[src/rtl/ga_pkg.sv]
// ga_pkg: shared defaults and state encoding for the GA fitness datapath.
//   Default parameter values, derived payload widths (SE_LEN, IM_LEN, IND_LEN)
//   and the 3-bit dispatch FSM state encoding.
package ga_pkg;

    localparam int unsigned DEF_NUM_PARTICLE_TYPE = 3;
    localparam int unsigned DEF_DATA_WIDTH        = 4;
    localparam int unsigned DEF_LATTICE_LENGTH    = 11;
    localparam int unsigned DEF_POP_SIZE          = 50;
    localparam int unsigned DEF_ADDR_WIDTH        = 6;
    localparam int unsigned DEF_CNT_WIDTH         = 6;

    // Payload widths for the default configuration
    localparam int unsigned SE_LEN  = DEF_NUM_PARTICLE_TYPE * DEF_DATA_WIDTH;
    localparam int unsigned IM_LEN  = DEF_NUM_PARTICLE_TYPE * DEF_NUM_PARTICLE_TYPE * DEF_DATA_WIDTH;
    localparam int unsigned IND_LEN = DEF_LATTICE_LENGTH * DEF_DATA_WIDTH;

    // Dispatch FSM encoding
    localparam logic [2:0] ST_IDLE  = 3'd0;
    localparam logic [2:0] ST_LOAD  = 3'd1;
    localparam logic [2:0] ST_ISSUE = 3'd2;
    localparam logic [2:0] ST_DRAIN = 3'd3;
    localparam logic [2:0] ST_DONE  = 3'd4;

endpackage

[src/rtl/dispatch_result_counter.sv]
// dispatch_result_counter: saturating count of evaluator results for one batch,
// plus the drain-complete flag and (optionally) the drain watchdog.
//   Macro FITNESS_DISPATCH_TIMEOUT_EN adds the watchdog and the drain_i/expire_o ports.
// Ports:
//   clk_i, rst_i  : clock, synchronous active-high reset
//   clr_i         : clear count (batch accept)
//   cnt_en_i      : results are counted only while high (LOAD/ISSUE/DRAIN)
//   valid_i       : evaluator result valid
//   drain_i       : FSM is in DRAIN (watchdog build only)
//   done_o        : registered, count has reached POP_SIZE
//   expire_o      : registered, watchdog hit its limit (watchdog build only)
module dispatch_result_counter
    import ga_pkg::*;
#(
    parameter int unsigned POP_SIZE  = DEF_POP_SIZE,
    parameter int unsigned CNT_WIDTH = DEF_CNT_WIDTH
) (
    input  logic clk_i,
    input  logic rst_i,
    input  logic clr_i,
    input  logic cnt_en_i,
    input  logic valid_i,
`ifdef FITNESS_DISPATCH_TIMEOUT_EN
    input  logic drain_i,
    output logic expire_o,
`endif
    output logic done_o
);

    logic [CNT_WIDTH-1:0] r_cnt;
    logic [CNT_WIDTH-1:0] w_cnt_nxt;
    logic                 r_done;

    // Saturating result count; surplus valids are dropped
    always_comb begin
        w_cnt_nxt = r_cnt;
        if (clr_i) begin
            w_cnt_nxt = '0;
        end else if (cnt_en_i && valid_i && (r_cnt != CNT_WIDTH'(POP_SIZE))) begin
            w_cnt_nxt = r_cnt + CNT_WIDTH'(1);
        end
    end

    always_ff @(posedge clk_i) begin
        if (rst_i) begin
            r_cnt  <= '0;
            r_done <= 1'b0;
        end else begin
            r_cnt  <= w_cnt_nxt;
            r_done <= (w_cnt_nxt == CNT_WIDTH'(POP_SIZE));
        end
    end

    assign done_o = r_done;

`ifdef FITNESS_DISPATCH_TIMEOUT_EN
    localparam int unsigned WD_WIDTH = 16;
    localparam int unsigned WD_LIMIT = 1023;

    logic [WD_WIDTH-1:0] r_wd;
    logic [WD_WIDTH-1:0] w_wd_nxt;
    logic                r_expire;

    // Idle-cycle counter: runs only in DRAIN, restarts on every result
    always_comb begin
        w_wd_nxt = '0;
        if (drain_i && !valid_i) begin
            w_wd_nxt = (r_wd == '1) ? r_wd : (r_wd + WD_WIDTH'(1));
        end
    end

    always_ff @(posedge clk_i) begin
        if (rst_i) begin
            r_wd     <= '0;
            r_expire <= 1'b0;
        end else begin
            r_wd     <= w_wd_nxt;
            r_expire <= drain_i && (w_wd_nxt == WD_WIDTH'(WD_LIMIT));
        end
    end

    assign expire_o = r_expire;
`endif

endmodule

[src/rtl/fitness_dispatch.sv]
// fitness_dispatch: issue-side companion of the fitness evaluator.
//   On start, loads self-energy / interaction config into the evaluator
//   (one-cycle set_data_o), streams POP_SIZE individuals from the selected
//   population buffer, counts results and pulses batch_done_o.
//   Macro FITNESS_DISPATCH_TIMEOUT_EN adds a DRAIN watchdog and timeout_o.
// Ports:
//   clk_i, rst_i                      : clock, synchronous active-high reset
//   start_i, buf_sel_i                : batch request and buffer select (IDLE only)
//   se_cfg_i, im_cfg_i                : evaluator configuration
//   pop_rd_en_o/addr_o/buf_o          : population memory read request
//   pop_rd_data_i                     : read data, one cycle after pop_rd_en_o
//   set_data_o, self_energy_vec_o,
//   interact_matrix_o                 : evaluator configuration load
//   individual_vec_o, in_valid_o,
//   ind_idx_o                         : individual stream to evaluator
//   eval_out_valid_i                  : evaluator result valid
//   busy_o, batch_done_o, timeout_o   : status to GA controller
module fitness_dispatch
    import ga_pkg::*;
#(
    parameter int unsigned NUM_PARTICLE_TYPE = DEF_NUM_PARTICLE_TYPE,
    parameter int unsigned DATA_WIDTH        = DEF_DATA_WIDTH,
    parameter int unsigned LATTICE_LENGTH    = DEF_LATTICE_LENGTH,
    parameter int unsigned POP_SIZE          = DEF_POP_SIZE,
    parameter int unsigned ADDR_WIDTH        = DEF_ADDR_WIDTH,
    parameter int unsigned CNT_WIDTH         = DEF_CNT_WIDTH
) (
    input  logic                                                  clk_i,
    input  logic                                                  rst_i,
    input  logic                                                  start_i,
    input  logic                                                  buf_sel_i,
    input  logic [NUM_PARTICLE_TYPE*DATA_WIDTH-1:0]               se_cfg_i,
    input  logic [NUM_PARTICLE_TYPE*NUM_PARTICLE_TYPE*DATA_WIDTH-1:0] im_cfg_i,
    output logic                                                  pop_rd_en_o,
    output logic [ADDR_WIDTH-1:0]                                 pop_rd_addr_o,
    output logic                                                  pop_rd_buf_o,
    input  logic [LATTICE_LENGTH*DATA_WIDTH-1:0]                  pop_rd_data_i,
    output logic                                                  set_data_o,
    output logic [NUM_PARTICLE_TYPE*DATA_WIDTH-1:0]               self_energy_vec_o,
    output logic [NUM_PARTICLE_TYPE*NUM_PARTICLE_TYPE*DATA_WIDTH-1:0] interact_matrix_o,
    output logic [LATTICE_LENGTH*DATA_WIDTH-1:0]                  individual_vec_o,
    output logic                                                  in_valid_o,
    output logic                                                  ind_idx_o,
    input  logic                                                  eval_out_valid_i,
    output logic                                                  busy_o,
`ifdef FITNESS_DISPATCH_TIMEOUT_EN
    output logic                                                  timeout_o,
`endif
    output logic                                                  batch_done_o
);

    localparam int unsigned SE_W  = NUM_PARTICLE_TYPE * DATA_WIDTH;
    localparam int unsigned IM_W  = NUM_PARTICLE_TYPE * NUM_PARTICLE_TYPE * DATA_WIDTH;
    localparam int unsigned IND_W = LATTICE_LENGTH * DATA_WIDTH;

    logic [2:0]            r_state;
    logic [2:0]            w_state_nxt;
    logic                  w_accept;
    logic                  w_last_rd;
    logic                  w_cnt_en;
    logic                  w_drain_done;
    logic                  w_wd_expire;

    logic                  r_set_data;
    logic [SE_W-1:0]       r_se;
    logic [IM_W-1:0]       r_im;
    logic                  r_buf;
    logic                  r_rd_en;
    logic [ADDR_WIDTH-1:0] r_rd_addr;
    logic                  r_rd_pend;
    logic                  r_in_valid;
    logic [IND_W-1:0]      r_ind;
    logic                  r_ind_idx;
    logic                  r_busy;
    logic                  r_batch_done;

    // State register
    always_ff @(posedge clk_i) begin
        if (rst_i) begin
            r_state <= ST_IDLE;
        end else begin
            r_state <= w_state_nxt;
        end
    end

    // Next-state logic
    always_comb begin
        w_state_nxt = r_state;
        w_accept    = 1'b0;
        w_last_rd   = (r_rd_addr == ADDR_WIDTH'(POP_SIZE - 1));
        case (r_state)
            ST_IDLE: begin
                if (start_i) begin
                    w_accept    = 1'b1;
                    w_state_nxt = ST_LOAD;
                end
            end
            ST_LOAD:  w_state_nxt = ST_ISSUE;
            ST_ISSUE: if (w_last_rd) w_state_nxt = ST_DRAIN;
            ST_DRAIN: if (w_drain_done || w_wd_expire) w_state_nxt = ST_DONE;
            ST_DONE:  w_state_nxt = ST_IDLE;
            default:  w_state_nxt = ST_IDLE;
        endcase
    end

    assign w_cnt_en = (r_state == ST_LOAD) || (r_state == ST_ISSUE) || (r_state == ST_DRAIN);

    // Registered outputs; read-side outputs track the state being entered
    always_ff @(posedge clk_i) begin
        if (rst_i) begin
            r_set_data   <= 1'b0;
            r_se         <= '0;
            r_im         <= '0;
            r_buf        <= 1'b0;
            r_rd_en      <= 1'b0;
            r_rd_addr    <= '0;
            r_rd_pend    <= 1'b0;
            r_in_valid   <= 1'b0;
            r_ind        <= '0;
            r_ind_idx    <= 1'b0;
            r_busy       <= 1'b0;
            r_batch_done <= 1'b0;
        end else begin
            r_set_data <= w_accept;
            if (w_accept) begin
                r_se  <= se_cfg_i;
                r_im  <= im_cfg_i;
                r_buf <= buf_sel_i;
            end
            r_rd_en <= (w_state_nxt == ST_LOAD) || (w_state_nxt == ST_ISSUE);
            if (w_accept) begin
                r_rd_addr <= '0;
            end else if ((r_state == ST_LOAD) || ((r_state == ST_ISSUE) && !w_last_rd)) begin
                r_rd_addr <= r_rd_addr + ADDR_WIDTH'(1);
            end
            // Memory returns data one cycle after the strobe; register it once more
            r_rd_pend  <= r_rd_en;
            r_in_valid <= r_rd_pend;
            if (r_rd_pend) begin
                r_ind <= pop_rd_data_i;
            end
            r_ind_idx    <= r_rd_pend & r_buf;
            r_busy       <= (w_state_nxt != ST_IDLE);
            r_batch_done <= (w_state_nxt == ST_DONE);
        end
    end

    dispatch_result_counter #(
        .POP_SIZE  (POP_SIZE),
        .CNT_WIDTH (CNT_WIDTH)
    ) u_result_counter (
        .clk_i    (clk_i),
        .rst_i    (rst_i),
        .clr_i    (w_accept),
        .cnt_en_i (w_cnt_en),
        .valid_i  (eval_out_valid_i),
`ifdef FITNESS_DISPATCH_TIMEOUT_EN
        .drain_i  (r_state == ST_DRAIN),
        .expire_o (w_wd_expire),
`endif
        .done_o   (w_drain_done)
    );

`ifdef FITNESS_DISPATCH_TIMEOUT_EN
    logic r_timeout;

    // Flags a batch closed by the watchdog rather than by a full result count
    always_ff @(posedge clk_i) begin
        if (rst_i) begin
            r_timeout <= 1'b0;
        end else begin
            r_timeout <= (r_state == ST_DRAIN) && w_wd_expire && !w_drain_done;
        end
    end

    assign timeout_o = r_timeout;
`else
    assign w_wd_expire = 1'b0;
`endif

    assign set_data_o        = r_set_data;
    assign self_energy_vec_o = r_se;
    assign interact_matrix_o = r_im;
    assign pop_rd_en_o       = r_rd_en;
    assign pop_rd_addr_o     = r_rd_addr;
    assign pop_rd_buf_o      = r_buf;
    assign individual_vec_o  = r_ind;
    assign in_valid_o        = r_in_valid;
    assign ind_idx_o         = r_ind_idx;
    assign busy_o            = r_busy;
    assign batch_done_o      = r_batch_done;

endmodule

[config.mk]
export PLATFORM = sky130hd
export DESIGN_NAME = fitness_dispatch
export DESIGN_NICKNAME = d
export VERILOG_FILES = /design/src/rtl/ga_pkg.sv /design/src/rtl/dispatch_result_counter.sv /design/src/rtl/fitness_dispatch.sv
export SDC_FILE = /design/constraint.sdc
export NUM_CORES = 1
export LEC_CHECK = 0
export CORE_MARGIN = 2
export CORE_UTILIZATION = 37
export CTS_CLUSTER_SIZE = 24
export DETAILED_ROUTE_END_ITERATION = 6
export GPL_ROUTABILITY_DRIVEN = 0
export PLACE_DENSITY = 0.76
export SLEW_MARGIN = 20
export SYNTH_ARGS = -nofsm -noshare
export SYNTH_HDL_FRONTEND = slang
export SYNTH_SLANG_ARGS = --single-unit
[constraint.sdc]
create_clock -name clk_i -period 1.8 [get_ports clk_i]
set_clock_uncertainty 0.1 [all_clocks]
set_input_delay 0.18 -clock clk_i [delete_from_list [all_inputs] [get_ports clk_i]]
set_output_delay 0.18 -clock clk_i [all_outputs]
set_load 0.05 [all_outputs]
==> results.cfg <==
[setup_path]
critPathMaxStageDelay_ns = 0.51
crit_path_max_fanout = 5
path_buf_inv = 1
worst_setup_path_end_kind = register
start_kind = register
reg2reg_slack_ns = 0.09
worst_path_max_delay_cell = or4_1
crit_required_ns = 2.02
crit_chain = buf_4 -> nand3b_1 -> o211ai_1 -> or4_1 -> a21oi_1
worstPathArrival_ns = 1.93
criticalPathCategory = register to register
cp_top_family = simple AND/OR/NAND/NOR gates

[clocking]
cts.path.max_buffers = 2
cts_buffers = 17
cts.sinks = 116
hold_buffers = 0
htree_levels = 4
cts_root_buf = clkbuf_16
cts.clk_slew.worst_paths_ns = 0.05
clk_latency_ns = 0.40
tritoncts = yes

[sta]
setup_viol = 0
tightest_slew_ns = 0.537
fin_tns_setup_ns = 0
max_freq_mhz = 585
drv_slew = 0
min_period_over_period_pct = 94.9
period_minus_slack_ns = 1.71
worst_slack_ns = 0.0911
rsz0062_at_grt = no
hold_violations = 0
hold_slack_ns = 0.0393
slew_headroom_pct = 64.4

[min_path]
hp-class = primary input to register

[global_route]
grt_start_max_net_pins = 83
gr-max-usage-layer = met2
grt_first_pass_wirelength_um = 19500
use_met2_pct = 33.3
grt_overflow = 0
first_global_vias = 3979
antenna_found_initial = 0
grt_use_total_pct = 19.3
grtUsageMet3_pct = 6.70
met1_usage_pct = 22.1

[drt]
wl_per_cell_um = 14.4
post-route-drc-count = 0
dr.pass1.iters = 4
num_vias = 4001
drt_iter0_markers = 173
wl_um = 12000
vias_per_cell = 4.82
ant_nets = 0

[cells_and_area]
multi_input_area_um2 = 1800
antennaDiodeCount = 0
syn2layout_area_growth_pct = 61.6
drive_above_1_share_pct = 11.4
design_area_um2 = 6930
instances_no_fill = 830
num-nets-final = 775
post-route-util_pct = 60.9
n_fill_cell = 979
seq_area_um2 = 2330

[synthesis]
synth_area_um2 = 4290
yosysWarnings = 0
synth.largest_area_cell = dfxtp_1
synthFlopType = dfxtp_1
netlist_instances = 471
syn_avg_cell_area_um2 = 9.10
yosysUniqueCellTypes = 44
syn-num-nets = 572
synth-seq-cells = 116
synth.area.top_cells = dfxtp_1, mux2i_1, nand2_1, a21oi_1, nor2_1
async_flop_share_pct = 0
yosysTopAreaCellShare_pct = 54.2
yosysSeqAreaShare_pct = 54.2
synth_edf_count = 0

[die]
die_y_um = 112
dieArea_um2 = 12500
initial_core_util_pct = 37.7
chipWidth_um = 112
core_um2 = 11400
rows = 39
design.portCount = 202

[placed_design]
dp_hpwl_um = 8660
place_area_um2 = 6440
place_ws_ns = 0.0301
io_buffers = 201
dp_cells = 798

[flow_run]
maxCapViolCount = 0

[status]
outcome = complete, no violations

[power]
peakVddDrop_v = 0.000594
p_leak_nw = 3.04
finalPower_mw = 7.42
power_density_nw_per_um2 = 1070
routing by layer:
layer | vias to the layer above | routed length [µm] | part of all wire (%)
met2 | 153 | 5780 | 48
met3 | 23 | 890 | 7.4
li1 | 1972 | - | -
met4 | 0 | 257 | 2.1
met1 | 1853 | 5040 | 42
met5 | - | 0 | 0
worst paths after layout:
path                                     startpoint                           endpoint  cells after the start
setup / recovery              r_state[0]$_SDFF_PP0_      pop_rd_addr_o[5]$_SDFFE_PP0P_                      5
hold / removal                                rst_i   individual_vec_o[5]$_SDFFE_PP0P_                      2
hold reg to reg   interact_matrix_o[9]$_SDFFE_PP0P_  interact_matrix_o[9]$_SDFFE_PP0P_                      2
setup reg to reg              r_state[0]$_SDFF_PP0_      pop_rd_addr_o[5]$_SDFFE_PP0P_                      5
state kept, by name (all words and copies together), names as in the netlist:
signal and count:
r_rd_pend 1, in_valid_o 1, individual_vec_o 44, pop_rd_buf_o 1, ind_idx_o 1, set_data_o 1
busy_o 1, pop_rd_addr_o 6, batch_done_o 1, pop_rd_en_o 1, u_result_counter.done_o 1, interact_matrix_o 36
self_energy_vec_o 12, r_state 3, u_result_counter.r_cnt 6
synth_stat cells, drive strengths merged (2+ instances only):
cell    instances
nand3           5
ha              4
inv             7
nor3b           3
nor2           54
nor4            2
or4             2
or3             2
dfxtp         116
xor2            3
clkbuf         20
nand2         103
mux2i          47
nand2b          3
xnor2           4
a21oi          57
a211oi          2
buf            12
nor3            2
nor2b           2
o21ai           3
o31ai           2
placed cells by master, fill, tap and decap left out, types with 2 or more instances in the layout:
| cell type | n |
|---|---|
| a211oi_1 | 2 |
| a21oi_1 | 56 |
| buf_12 | 3 |
| buf_4 | 34 |
| bufinv_16 | 3 |
| clkbuf_1 | 4 |
| clkbuf_16 | 17 |
| clkdlybuf4s50_1 | 95 |
| clkinv_2 | 5 |
| dfxtp_1 | 110 |
| dfxtp_2 | 5 |
| dlygate4sd2_1 | 84 |
| ha_1 | 4 |
| inv_1 | 7 |
| mux2i_1 | 47 |
| nand2_1 | 103 |
| nand2b_1 | 2 |
| nand3_1 | 4 |
| nor2_1 | 53 |
| nor2b_1 | 2 |
| nor3_1 | 2 |
| nor3b_1 | 3 |
| nor4_1 | 2 |
| o21ai_0 | 3 |
| o31ai_1 | 2 |
| or3_1 | 2 |
| xnor2_1 | 4 |
| xor2_1 | 3 |
logic make-up (layout without fill, tap and decap cells):
kind of cell               after synthesis  after routing  synth area share (%)
DFF                                    116            116                  54.2
muxes                                   47             47                  11.0
xor gates and xnor gates                 7              7                  1.43
and+or+nand+nor                        186            186                  18.7
AOI/OAI and AO/OA                       72             72                  9.40
buffers and inverters                   39            255                  4.14
adders and majority gates                4              4                  1.17
repair_timing:
item,in CTS,in global routing
setup endpoints to repair,84,50
buffers inserted,0,0
gates resized for setup,84,1
pin swaps,0,0
layout make-up:
class                           count  share of cell area (%)
Timing Repair Buffer              216                    28.9
Inverter                            7                   0.379
Clock buffer                       22                    6.56
Sequential cell                   116                    33.7
Tap cell                          143                    2.58
Multi-Input combinational cell    316                    26.0
Clock inverter                     10                    1.90
report_power, final:
group / switching (mW) / internal, mW / total (mW)
sequential: 0.0748 / 2.71 / 2.79
clock: 1.11 / 2.20 / 3.31
combinational: 0.827 / 0.497 / 1.32
No activity file was read; power rests on OpenSTA's default activity.
